[src/rtl/harvos_mmu_pkg.sv]
// Shared MMU definitions: satp field layout, CSR op encoding, satp FSM states
// and the WARL legalisation used by the satp CSR owner.
package harvos_mmu_pkg;

    localparam int unsigned SATP_MODE_BIT = 31;
    localparam int unsigned SATP_ASID_HI  = 30;
    localparam int unsigned SATP_ASID_LO  = 22;
    localparam int unsigned SATP_PPN_HI   = 21;
    localparam int unsigned SATP_PPN_LO   = 0;

    localparam logic SATP_MODE_SV32 = 1'b1;

    typedef enum logic [1:0] {
        CSR_READ = 2'b00,
        CSR_RW   = 2'b01,
        CSR_RS   = 2'b10,
        CSR_RC   = 2'b11
    } csr_op_e;

    typedef enum logic {
        SATP_IDLE  = 1'b0,
        SATP_FLUSH = 1'b1
    } satp_state_e;

    // MODE is pinned to Sv32; unimplemented ASID/PPN bits read as zero.
    function automatic logic [31:0] satp_legalise(input logic [31:0]  raw,
                                                  input int unsigned asid_w,
                                                  input int unsigned ppn_w);
        logic [31:0] asid_mask;
        logic [31:0] ppn_mask;
        asid_mask = ((32'h1 << asid_w) - 32'h1) << SATP_ASID_LO;
        ppn_mask  = ((32'h1 << ppn_w) - 32'h1) << SATP_PPN_LO;
        return (32'(SATP_MODE_SV32) << SATP_MODE_BIT) | (raw & (asid_mask | ppn_mask));
    endfunction

endpackage

[src/rtl/harvos_satp_csr.sv]
// Owner of the RV32 satp CSR: WARL legalisation to Sv32, TLB-flush handshake
// on every value change, and Bare-mode write attempt reporting.
module harvos_satp_csr
    import harvos_mmu_pkg::*;
#(
    parameter int unsigned ASID_W    = 9,
    parameter int unsigned PPN_W     = 22,
    parameter logic [21:0] RESET_PPN = 22'h0,
    parameter int unsigned CNT_W     = 8
) (
    input  logic             clk,
    input  logic             rst_n,
    input  logic             csr_valid_i,
    output logic             csr_ready_o,
    input  logic [1:0]       csr_op_i,
    input  logic [31:0]      csr_wdata_i,
    output logic [31:0]      csr_rdata_o,
    output logic [31:0]      csr_satp_q,
    output logic             flush_req_o,
    input  logic             flush_ack_i,
    output logic             bare_attempt_o,
    output logic [CNT_W-1:0] bare_count_o
);

    localparam logic [31:0] SATP_RESET =
        satp_legalise({SATP_MODE_SV32, 9'h0, RESET_PPN}, ASID_W, PPN_W);

    // MODE is not stored: it is a constant 1, so it holds even while in reset.
    logic [30:0]      satp_q, satp_d;
    satp_state_e      state_q, state_d;
    logic             bare_q, bare_d;
    logic [CNT_W-1:0] cnt_q, cnt_d;

    csr_op_e     op;
    logic [31:0] old_satp;
    logic [31:0] raw;
    logic [31:0] legal;
    logic        accept;
    logic        is_write;

    assign op       = csr_op_e'(csr_op_i);
    assign old_satp = {SATP_MODE_SV32, satp_q};
    assign accept   = csr_valid_i & csr_ready_o;
    assign is_write = (op != CSR_READ);

    always_comb begin
        raw = old_satp;
        unique case (op)
            CSR_READ: raw = old_satp;
            CSR_RW:   raw = csr_wdata_i;
            CSR_RS:   raw = old_satp | csr_wdata_i;
            CSR_RC:   raw = old_satp & ~csr_wdata_i;
            default:  raw = old_satp;
        endcase
        legal = satp_legalise(raw, ASID_W, PPN_W);
    end

    always_comb begin
        satp_d  = satp_q;
        state_d = state_q;
        bare_d  = 1'b0;
        cnt_d   = cnt_q;
        unique case (state_q)
            SATP_IDLE: begin
                if (accept) begin
                    if (is_write && !raw[SATP_MODE_BIT]) begin
                        bare_d = 1'b1;
                        if (!(&cnt_q)) begin
                            cnt_d = cnt_q + 1'b1;
                        end
                    end
                    if (legal != old_satp) begin
                        satp_d  = legal[30:0];
                        state_d = SATP_FLUSH;
                    end
                end
            end
            SATP_FLUSH: begin
                if (flush_ack_i) begin
                    state_d = SATP_IDLE;
                end
            end
            default: state_d = SATP_IDLE;
        endcase
    end

    always_ff @(posedge clk or negedge rst_n) begin
        if (!rst_n) begin
            satp_q  <= SATP_RESET[30:0];
            state_q <= SATP_IDLE;
            bare_q  <= 1'b0;
            cnt_q   <= '0;
        end else begin
            satp_q  <= satp_d;
            state_q <= state_d;
            bare_q  <= bare_d;
            cnt_q   <= cnt_d;
        end
    end

    assign csr_ready_o    = (state_q == SATP_IDLE);
    assign flush_req_o    = (state_q == SATP_FLUSH);
    assign csr_rdata_o    = old_satp;
    assign csr_satp_q     = old_satp;
    assign bare_attempt_o = bare_q;
    assign bare_count_o   = cnt_q;

endmodule

[config.mk]
export PLATFORM = sky130hd
export DESIGN_NAME = harvos_satp_csr
export DESIGN_NICKNAME = d
export VERILOG_FILES = /design/src/rtl/harvos_mmu_pkg.sv /design/src/rtl/harvos_satp_csr.sv
export SDC_FILE = /design/constraint.sdc
export NUM_CORES = 1
export LEC_CHECK = 0
export ABC_AREA = 1
export ABC_CLOCK_PERIOD_IN_PS = 1650
export BUFFER_PORTS_ARGS = -buffer_cell sky130_fd_sc_hd__buf_2
export CORE_MARGIN = 1
export CORE_UTILIZATION = 32
export DETAILED_ROUTE_END_ITERATION = 6
export PLACE_DENSITY = 0.65
export SYNTH_ARGS = -nofsm -noshare
export SYNTH_HDL_FRONTEND = slang
export SYNTH_SLANG_ARGS = --single-unit
[constraint.sdc]
create_clock -name clk -period 1.65 [get_ports clk]
set_input_delay 0.165 -clock clk [delete_from_list [all_inputs] [get_ports clk]]
set_output_delay 0.165 -clock clk [all_outputs]
set_load 0.005 [all_outputs]
# == Word level (Yosys, flattened, before mapping) ==
# Cells that the tools add are included.
# totals
register_bits,41
in_bits,38
elab_cells,30
# op_classes
n_addsub,1
eq_ne,4
n_mux,8
n_bitwise,6
reduce_logical,7
# ops
operator,count
$pmux W32 S4,1
$and A32 B32 Y32,1
$not A32 Y32,1
$or A32 B32 Y32,1
$ne A31 B31 Y1,1
$add A8 B1 Y8 const B,1
$reduce_and A8 Y1,1
$mux W1,6
$eq A2 B2 Y1 const B,2
$reduce_and A4 Y1,1
$reduce_and A3 Y1,1
$eq A2 B1 Y1 const B,1
$logic_not A2 Y1,1
$not A1 Y1,2
$pmux W1 S2,1
$reduce_bool A2 Y1,1
$and A1 B1 Y1,1
$logic_and A1 B1 Y1,1
$logic_not A1 Y1,1

# == Depth between registers and ports, before layout ==
# logic_depth
depth_word,8
depth_mapped,15
ltp_nobuf,13

# == Worst setup path before layout ==
# No wires, ideal clock.
# synth_path
kind,register to register
start,register state_q (netlist: flush_req_o)
end,register cnt_q[7] (netlist: bare_count_o[7])
setup_time_ns,0.123
t_arrival_ns,1.569
required_time_ns,1.527
path_slack_ns,-0.043
stages_incl_launch_ff,10
n_path_buf,0
cell_sequence,dfrtp_1 nor2_1 nand2_1 nor2_1 nand2_1 nor2_1 nand3_1 nor2_1 nand2_1 xnor2_1
# synth_between
elab_chain_len,3
# synth_rtl
element,line,text
from (decl),harvos_satp_csr.sv:30,"satp_state_e state_q, state_d;"
from (signal assigned),harvos_satp_csr.sv:95,state_q <= state_d;
$not A1 Y1 (no source line) (*),--,
$and A1 B1 Y1,harvos_satp_csr.sv:43,assign accept = csr_valid_i & csr_ready_o;
$reduce_and A4 Y1 (no source line) (*),--,
to (signal assigned),harvos_satp_csr.sv:97,cnt_q <= cnt_d;
to (decl),harvos_satp_csr.sv:32,"logic [CNT_W-1:0] cnt_q, cnt_d;"
# Every way passes the cells marked *; elsewhere a longest branch is shown, timed or not.
# A chain may end at the register's enable or synchronous reset.

# == Worst setup path in the final report ==
# layout_path
start,input csr_op_i[0]
end,register satp_q[11]
# layout_between
elab_chain_len,4
word_cells_on_any_way,7
# layout_rtl
element,line,text
from (decl),harvos_satp_csr.sv:15,"input logic [1:0] csr_op_i,"
$eq A2 B2 Y1 (tied with other cells),harvos_satp_csr.sv:48,unique case (op)
$pmux W32 S4 (*),harvos_satp_csr.sv:48,
$ne A31 B31 Y1,harvos_satp_csr.sv:72,if (legal != old_satp) begin
$reduce_and A3 Y1 (no source line),--,
to (signal assigned),harvos_satp_csr.sv:89,satp_q <= SATP_RESET[30:0];
to (signal assigned),harvos_satp_csr.sv:94,satp_q <= satp_d;
to (decl),harvos_satp_csr.sv:29,"logic [30:0] satp_q, satp_d;"
# Marked as above.

==> summary.txt <==
Floorplanning
  • Num rows: 38
  • Die Y: 108.1 um
  • Core box area: 0.01089 mm2
  • Ports: 113
  • Die area: 0.01169 mm2
  • Initial Utilization: between 30% and 40%
  • Die width: 108.1 um

Yosys
  • Synthesized area per cell: 6.410 um2
  • Largest family of logic cells by synthesized area: simple AND/OR/NAND/NOR gates
  • Post-Synth XOR/XNOR Area: 1.945%
  • Simple-gate share of the synthesized area: 37.93%
  • Mapped Area: 0.003602 mm2
  • Cells after synthesis: 562
  • Compound-Gate Fraction of Synth Area: 10.21%
  • Mux contribution to synthesized area: 0%
  • Synth warn: 0
  • Netlist cell types: 25
  • #FFs+latches synth: just over 40
  • Synth Area in Adders: less than 1%
  • Seq/Total Area, Yosys: 28.48%

Clock network
  • CTS tree: built
  • Clk Latency, worst-skew pair: 300 ps
  • Htree depth: 2
  • Clk sinks: a little over 40
  • CTS Buffer Depth: 2
  • Clk slew on worst S/H paths: about 90 ps
  • Clk root buf: clkbuf_8
  • CTS buffer count: 5

Worst setup path
  • Crit path max fanout: 36
  • Critical Path Start: csr_op_i[0]
  • Worst reg2reg path depth: 11
  • Setup crit start kind: primary input
  • WP data arrival: 1950 ps
  • Crit end category: register
  • CP Class: in2reg
  • Worst R2R End: satp_q[11]
  • Reg-to-Reg Start: satp_q[0]
  • R2R setup slack: -70 ps
  • Worst Setup EP: satp_q[11]
  • WP data required: 1880 ps

Global route
  • Largest net degree at the start of global routing: 39
  • Total GRT Usage: 18.83%
  • Vias in the first global route: 3,822
  • Antenna violations before repair: 0
  • First-pass GRT wire length: 17.66 mm
  • Global route overflow: 0

Detailed routing
  • Detailed Route WL: 11.07 mm
  • DRT antenna net count: 0
  • Residual DRC: 0
  • Via density: 5.102
  • Vias: 4,219
  • Wire per inst: 13.39 um
  • 1st-pass router iterations: 5
  • Number of DRC markers in iteration 0: 319

Layout
  • Area Growth Syn to Fin: 31.75%
  • Layout cells sized above 1: 35.23%
  • Finished Cell Area: 0.004746 mm2
  • # nets final: 725
  • # diodes: 0
  • Final core utilization: 43.59%

STA
  • Final hold vios: 0
  • Slew headroom: 64.19%
  • Final worst setup slack: -65.06 ps
  • FMAX: 583.1 MHz
  • Tmin final: 1715 ps
  • Final Cycle Share: 103.9%
  • Worst-margin pin slew: between 500 and 600 ps
  • # setup viols final: 32
  • Clock skew: ~7.4 ps
  • Fin. max-slew vios: 0
  • RSZ-0062 raised after global routing: yes

Pwr
  • Worst vdd rail ir drop: 0.0004312 V
  • Leakage: 2.718 nW
  • PwrDens: 976.9 mW/mm2

Placed design
  • Gpl congestion: 0.8012
  • PortBufs: 110
  • Post-DP HPWL: roughly 8 mm
  • Dpl ws: -280.1 ps
  • Placed inst area: 0.004358 mm2

Outcome
  • Status: finished with violations
  • Failing checks: setup timing

Hold path
  • Worst hold path class: in2reg
  • Hold depth: 2

Flow run
  • Max-Cap Viols: 0
-- how the worst min path moves through the flow --
stage                           start             end  slack [ps]
final                     flush_ack_i     flush_req_o          20
after global routing      flush_ack_i     flush_req_o           8
after CTS                 flush_ack_i     flush_req_o          10
after detailed placement        rst_n      satp_q[22]         180
after global placement          rst_n      satp_q[22]         180
after floorplan                 rst_n  bare_attempt_o        -130
-- sequential cells by signal, indices dropped and copies added, names as in the netlist --
name	count
bare_attempt_o	1
bare_count_o	8
flush_req_o	1
satp_q	31
-- through the flow --
| step | hold WS [ps] | setup TNS, ps | instances | power, mW |
|---|---|---|---|---|
| 5_1_grt | 8.155 | -4874 | 827 | 5.023 |
| 2_1_floorplan | -130.6 | 0 | 563 | 2.737 |
| 4_1_cts | 10.51 | -1.399 | 816 | 4.449 |
| 6_report | 20.15 | -1163 | 827 | 4.636 |
| 3_3_place_gp | 179.2 | -6586 | 804 | 3.370 |
| 3_5_place_dp | 182.2 | -7914 | 804 | 3.428 |
-- cells by family after synthesis --
group | after synthesis
buf+inv | 142
xor+xnor | 8
compound gates | 64
simple gates | 305
other cells | 1
fa+ha+maj | 1
flops | 41
-- timing repair --
action / CTS / global route
gates resized for setup: 1 / 53
setup endpoints to repair: 29 / 35
cloned: 0 / 1
buffers inserted: 3 / 10
pin swaps: 0 / 12
hold buffers: 1 / 0
hold endpoints to repair: 19 / 0
-- critical path, stage by stage --
cell     delay [ps]
buf_2           140
nand2_4         120
buf_12          210
nand3_1         130
nand2_1         120
nand2_2          70
a21oi_2         110
nand2_1          70
nor2_2          140
nand2_2          80
o21ai_4         250
buf_4           210
nand2_1          60
nand2_1          50
-- cell usage in the layout (no fill, tap or decap), drive strengths merged, types with 2 or more instances in the layout --
master,count
o21ai,4
nand3,40
xor2,5
bufinv,2
clkbuf,5
inv,75
a21oi,31
nand4,60
xnor2,3
conb,2
nand2,179
dfrtp,41
buf,182
o22ai,29
nor2,25
-- area by class of cell --
type                       count  area, um2
multi-input combinational    380       1934
fill                        1124       6142
sequential                    41       1031
clock buffer                   5      68.82
inverter                      75      281.5
tap                          140      175.2
clock inverter                 3      65.06
timing repair buffer         183       1190
-- synth_stat cells (all sizes together) --
| master | number | area, um2 |
|---|---|---|
| nand2 | 179 | 689.4 |
| inv | 75 | 281.5 |
| nand4 | 60 | 375.4 |
| buf | 57 | 436.7 |
| dfrtp | 41 | 1026 |
| nand3 | 40 | 200.2 |
| a21oi | 31 | 155.2 |
| o22ai | 29 | 181.4 |
| nor2 | 25 | 96.35 |
| clkbuf | 10 | 37.54 |
| xor2 | 5 | 43.79 |
| o21ai | 4 | 31.28 |
| xnor2 | 3 | 26.28 |
| conb | 1 | 3.750 |
| ha | 1 | 12.51 |
| nor3 | 1 | 5.000 |
-- layer usage --
| layer | vias up | routed length [um] | global-route usage [%] |
|---|---|---|---|
| met5 | - | 0 | 0 |
| met4 | 0 | 121 | 5.088 |
| met3 | 10 | 781 | 3.134 |
| met2 | 171 | 5531 | 32.89 |
| met1 | 1977 | 4639 | 23.78 |
| li1 | 2061 | - | - |
-- report_power, final --
group	internal, mW	switching, mW	leakage, nW
combinational	1.04	1.09	2.14
clock	0.602	0.383	0.0681
sequential	1.24	0.274	0.510
total	2.89	1.75	2.72
No activity file was read; power rests on OpenSTA's default activity.
